--- src/rtl/if_id_queue.sv ---
// rtl/if_id_queue.sv - DEPTH-entry IF/ID instruction buffer with valid/ready handshake and flush
// Head entry feeds ID; an empty queue presents an all-zero NOP bubble.
module if_id_queue #(
  parameter int DATA_W = 32,
  parameter int ADDR_W = 32,
  parameter int DEPTH  = 4,
  parameter int PC_INC = 4,
  localparam int CNT_W = $clog2(DEPTH) + 1
) (
  input  logic              clk,
  input  logic              reset,
  input  logic              if_valid,
  input  logic [DATA_W-1:0] instruction,
  input  logic [ADDR_W-1:0] pc,
  output logic              if_ready,
  input  logic              flush,
  input  logic              id_ready,
  output logic              id_valid,
  output logic [DATA_W-1:0] if_id_instruction,
  output logic [ADDR_W-1:0] if_id_pc_plus4,
  output logic [CNT_W-1:0]  count
);

  localparam int PTR_W = $clog2(DEPTH);
  localparam logic [CNT_W-1:0] CNT_FULL = CNT_W'(DEPTH);
  localparam logic [CNT_W-1:0] CNT_ONE  = CNT_W'(1);
  localparam logic [PTR_W-1:0] PTR_ONE  = PTR_W'(1);

  logic [DATA_W-1:0] instr_mem_q [DEPTH];
  logic [DATA_W-1:0] instr_mem_d [DEPTH];
  logic [ADDR_W-1:0] pc_mem_q    [DEPTH];
  logic [ADDR_W-1:0] pc_mem_d    [DEPTH];

  logic [PTR_W-1:0] wr_ptr_q, wr_ptr_d;
  logic [PTR_W-1:0] rd_ptr_q, rd_ptr_d;
  logic [CNT_W-1:0] count_q,  count_d;

  logic push;
  logic pop;
  logic empty;
  logic full;

  assign empty = (count_q == '0);
  assign full  = (count_q == CNT_FULL);

  // Handshake outputs look only at registered state, never at same-cycle inputs.
  assign if_ready = ~full;
  assign id_valid = ~empty;
  assign count    = count_q;

  assign push = if_valid & ~full & ~flush;
  assign pop  = ~empty & id_ready & ~flush;

  always_comb begin
    instr_mem_d = instr_mem_q;
    pc_mem_d    = pc_mem_q;
    wr_ptr_d    = wr_ptr_q;
    rd_ptr_d    = rd_ptr_q;
    count_d     = count_q;

    if (flush) begin
      // Stored data is left in place; outputs are masked while empty.
      wr_ptr_d = '0;
      rd_ptr_d = '0;
      count_d  = '0;
    end else begin
      if (push) begin
        instr_mem_d[wr_ptr_q] = instruction;
        pc_mem_d[wr_ptr_q]    = pc + ADDR_W'(PC_INC);
        wr_ptr_d              = wr_ptr_q + PTR_ONE;
      end
      if (pop) begin
        rd_ptr_d = rd_ptr_q + PTR_ONE;
      end
      unique case ({push, pop})
        2'b10:   count_d = count_q + CNT_ONE;
        2'b01:   count_d = count_q - CNT_ONE;
        default: count_d = count_q;
      endcase
    end
  end

  always_ff @(posedge clk or posedge reset) begin
    if (reset) begin
      wr_ptr_q <= '0;
      rd_ptr_q <= '0;
      count_q  <= '0;
      for (int i = 0; i < DEPTH; i++) begin
        instr_mem_q[i] <= '0;
        pc_mem_q[i]    <= '0;
      end
    end else begin
      wr_ptr_q    <= wr_ptr_d;
      rd_ptr_q    <= rd_ptr_d;
      count_q     <= count_d;
      instr_mem_q <= instr_mem_d;
      pc_mem_q    <= pc_mem_d;
    end
  end

  always_comb begin
    if_id_instruction = '0;
    if_id_pc_plus4    = '0;
    if (!empty) begin
      if_id_instruction = instr_mem_q[rd_ptr_q];
      if_id_pc_plus4    = pc_mem_q[rd_ptr_q];
    end
  end

endmodule

--- config.mk ---
export PLATFORM = sky130hd
export DESIGN_NAME = if_id_queue
export DESIGN_NICKNAME = d
export VERILOG_FILES = /design/src/rtl/if_id_queue.sv
export SDC_FILE = /design/constraint.sdc
export NUM_CORES = 1
export LEC_CHECK = 0
export CAP_MARGIN = 40
export CORE_ASPECT_RATIO = 0.6
export CORE_UTILIZATION = 57
export CTS_CLUSTER_SIZE = 16
export DETAILED_ROUTE_END_ITERATION = 6
export HOLD_SLACK_MARGIN = 0.05
export PLACE_DENSITY = 0.86
export SYNTH_ARGS = -nofsm -noshare
export SYNTH_HDL_FRONTEND = slang
export SYNTH_SLANG_ARGS = --single-unit
--- constraint.sdc ---
create_clock -name clk -period 10.9 [get_ports clk]
set_clock_uncertainty 0.1 [all_clocks]
set_input_delay 2.18 -clock clk [delete_from_list [all_inputs] [get_ports clk]]
set_output_delay 2.18 -clock clk [all_outputs]
set_load 0.005 [all_outputs]
==> impl_metrics.csv <==
group,metric,value,unit
job,cap_violations,0,
clocking,clock_latency,510,ps
logic_synthesis,ys_warn_count,0,
clocking,clockBufferDepth,3,
die,io_pins,138,
logic_synthesis,ys.flop_type,"dfrtp_1",
setup_path,required,8620,ps
global_routing,grt_pass1_vias,9073,
pwr,seq_power_share,0.403,
global_routing,gr-total-overflow,0,
sta,setup_viol,0,
global_routing,antenna_found_initial,0,
die,die-area,0.0223,sq mm
sta,drv_slew,0,
sta,finalHoldViolCount,0,
logic_synthesis,yosysTopAreaCell,"dfrtp_1",
detailed_routing,dr.pass1.iters,5,
detailed_routing,dr.first_iter.drc_count,723,
pwr,power.total,4.24,mW
logic_synthesis,synth_area,0.0124,sq mm
sta,rsz0062_at_grt,"false",
setup_path,cp_cell_sequence,"buf_4, mux4_2, and2_1, clkdlybuf4s50_1",
logic_synthesis,synthTopCellsByCount,"284 x nand2_1, 263 x dfrtp_1, 70 x and2_1, 69 x nor2_1, 64 x mux4_2",
setup_path,setup.worst_path.class,"flop to primary output",
detailed_routing,antenna_left,0,
global_routing,gr-usage-all-layers,0.279,
logic_synthesis,ys_top_cells_by_area,"dfrtp_1 53%, mux4_2 12%, nand2_1 8.6%, mux2_2 4.5%, and2_1 3.5%",
placement,gp_congestion,0.920,
global_routing,grt_max_degree,121,
clocking,cts_max_level,1,
run_status,status,"complete, no violations",
sta,period_minus_slack,5530,ps
logic_synthesis,synth_top_cell_area_share,0.532,
die,rows,41,
final_layout,drive_gt1_frac,0.162,
setup_path,critPathLaunch,"rd_ptr_q[0]",
pwr,internal_power,2.96,mW
clocking,cts.hold.buffers_added,0,
setup_path,critPathTopFamily,"buffers and inverters",
placement,io_buffers,137,
logic_synthesis,synth_cell_types,35,
pwr,power_leakage,6.41,nW
logic_synthesis,synthArstFlopShare,1.00,
clocking,clock_tree.root_cell,"clkbuf_16",
setup_path,cp_slowest_cell,"dfrtp_4",
pwr,swShare,0.302,
detailed_routing,wl,29600,um
global_routing,grt_pass1_wl,48000,um
logic_synthesis,syn_area_per_cell,11.2,sq um
die,fp.dieH,116,um
pwr,power_density,286,mW/mm^2
setup_path,crit_end,"if_id_instruction[1]",
setup_path,ff2ff_setup_slack,8110,ps
logic_synthesis,syn_nets,1180,
worst_hold_path,hold_class,"flop to flop",
final_layout,fin_nets,1286,
setup_path,start_kind,"flop",
sta,slew_headroom,0.419,
sta,worstMarginPinSlew,872,ps
sta,period_share,0.507,
setup_path,r2r_end,"instr_mem_q[104]",
placement,dpl_cell_area,0.0139,sq mm
final_layout,n_antenna_cell,0,
setup_path,cp.arrival,3250,ps
sta,final.setup.tns,0,ps
setup_path,cp-end-kind,"primary output",
logic_synthesis,seq_area_frac_synth,0.532,
sta,fmax,181,MHz
pwr,peakVddDrop,0.166,mV
setup_path,cp_max_fo,39,
die,die_x,192,um
logic_synthesis,synthCells,1105,
clocking,cts_buffers,24,
clocking,cts_tree,"built",
detailed_routing,drc,0,
placement,dp_hpwl,18800,um
setup_path,cp.depth,4,
detailed_routing,via_count,8762,
pwr,combinationalPowerShare,0.384,
setup_path,worstReg2RegStart,"count[2]",
setup_path,r2r_cells,5,
clocking,clock_sink_count,263,
pwr,switching_power,1.28,mW
final_layout,final_area,0.0148,sq mm
clocking,postCtsSetupBuffers,0,
logic_synthesis,ys_seq_elements,263,
logic_synthesis,synth_edf_count,0,
setup_path,path_buf_inv,2,
final_layout,area_growth,19.5,%
pwr,p_clk_frac,0.214,
die,core-area,0.0211,sq mm
detailed_routing,vias_per_cell,5.82,
logic_synthesis,yosysMostFrequentCell,"nand2_1",
detailed_routing,wl_per_cell,19.6,um
clocking,ctsResizeCount,0,
die,initial_core_util,0.586,
setup_path,worst_path_largest_cell_delay,770,ps
clocking,clkTransAtPathRegs,70,ps
## worst reg2reg max path, delay by kind of cell, from the launching register on
kind                   cells  cell delay (ps)
DFF                        1              430
and+or+nand+nor            3              990
muxes                      1              470
buffers and inverters      1              680
## cells by family (layout without fill, tap and decap cells)
group | count (synthesis) | count (layout) | share of synthesized area
and+or+nand+nor | 472 | 472 | 0.170
AOI/OAI and AO/OA | 120 | 120 | 0.0490
adders and majority gates | 6 | 6 | 0.00667
xor gates and xnor gates | 33 | 33 | 0.0234
DFF | 263 | 263 | 0.532
muxes | 136 | 136 | 0.188
buffers and inverters | 75 | 197 | 0.0317
## state kept, by name (all words and copies together) (netlist names)
name	cells
instr_mem_q	128
pc_mem_q	128
count	3
rd_ptr_q	2
wr_ptr_q	2
## cell usage in the layout (no fill, tap or decap), drive strengths merged, types with 2 or more instances in the layout
master and instances:
nand2 284, dfrtp 263, clkdlybuf4s50 137, and2 72, mux2 70, nor2 69
mux4 64, a21oi 59, o21ai 58, clkbuf 35, xor2 18, xnor2 15
buf 14, nand4 12, nand3 9, and4 7, nor4 7, and3 5
ha 5, clkinv 4, inv 4, bufinv 3, nor3b 2, a211oi 2
mux2i 2
## worst min path at each step
stage	startpoint	to	cells past startpoint
4_1_cts	instr_mem_q[41]	instr_mem_q[41]	2
6_report	instr_mem_q[41]	instr_mem_q[41]	2
2_1_floorplan	instr_mem_q[32]	instr_mem_q[32]	2
5_1_grt	instr_mem_q[62]	instr_mem_q[62]	2
3_3_place_gp	instr_mem_q[46]	instr_mem_q[46]	2
3_5_place_dp	instr_mem_q[41]	instr_mem_q[41]	2
## area by class of cell
type | instances | area, sq um
inverter | 4 | 22.5
clock buffer | 35 | 743
tap | 279 | 349
fill | 1531 | 6340
timing repair buffer | 151 | 1560
sequential | 263 | 6590
multi-input combinational | 767 | 5420
clock inverter | 7 | 110
## power groups by stage
stage,Sequential [mW],Clock [mW],Combinational (mW)
2_1_floorplan,1.59,0,1.04
3_3_place_gp,1.68,0,1.56
3_5_place_dp,1.71,0,1.63
4_1_cts,1.70,0.918,1.64
5_1_grt,1.76,0.955,1.79
6_report,1.71,0.906,1.63
## per-stage QoR
| stage | instances | setup slack, ps | utilization | hold slack (ps) |
|---|---|---|---|---|
| 5_1_grt | 1506 | 5190 | 0.700 | 392 |
| 3_3_place_gp | 1458 | 5900 | 0.653 | 351 |
| 2_1_floorplan | 1105 | 1380 | - | 340 |
| 6_report | 1506 | 5370 | 0.700 | 370 |
| 4_1_cts | 1506 | 5340 | 0.700 | 372 |
| 3_5_place_dp | 1464 | 5860 | 0.659 | 357 |
## routing by layer
metal / vias to the layer above / routed length, um / GRT usage
met5: - / 0 / 0
met4: 0 / 372 / 0.0514
met3: 30 / 1990 / 0.0556
met2: 318 / 13700 / 0.436
met1: 4449 / 13400 / 0.414
li1: 3965 / - / -
Note: power is estimated with default switching activity, not from simulation.
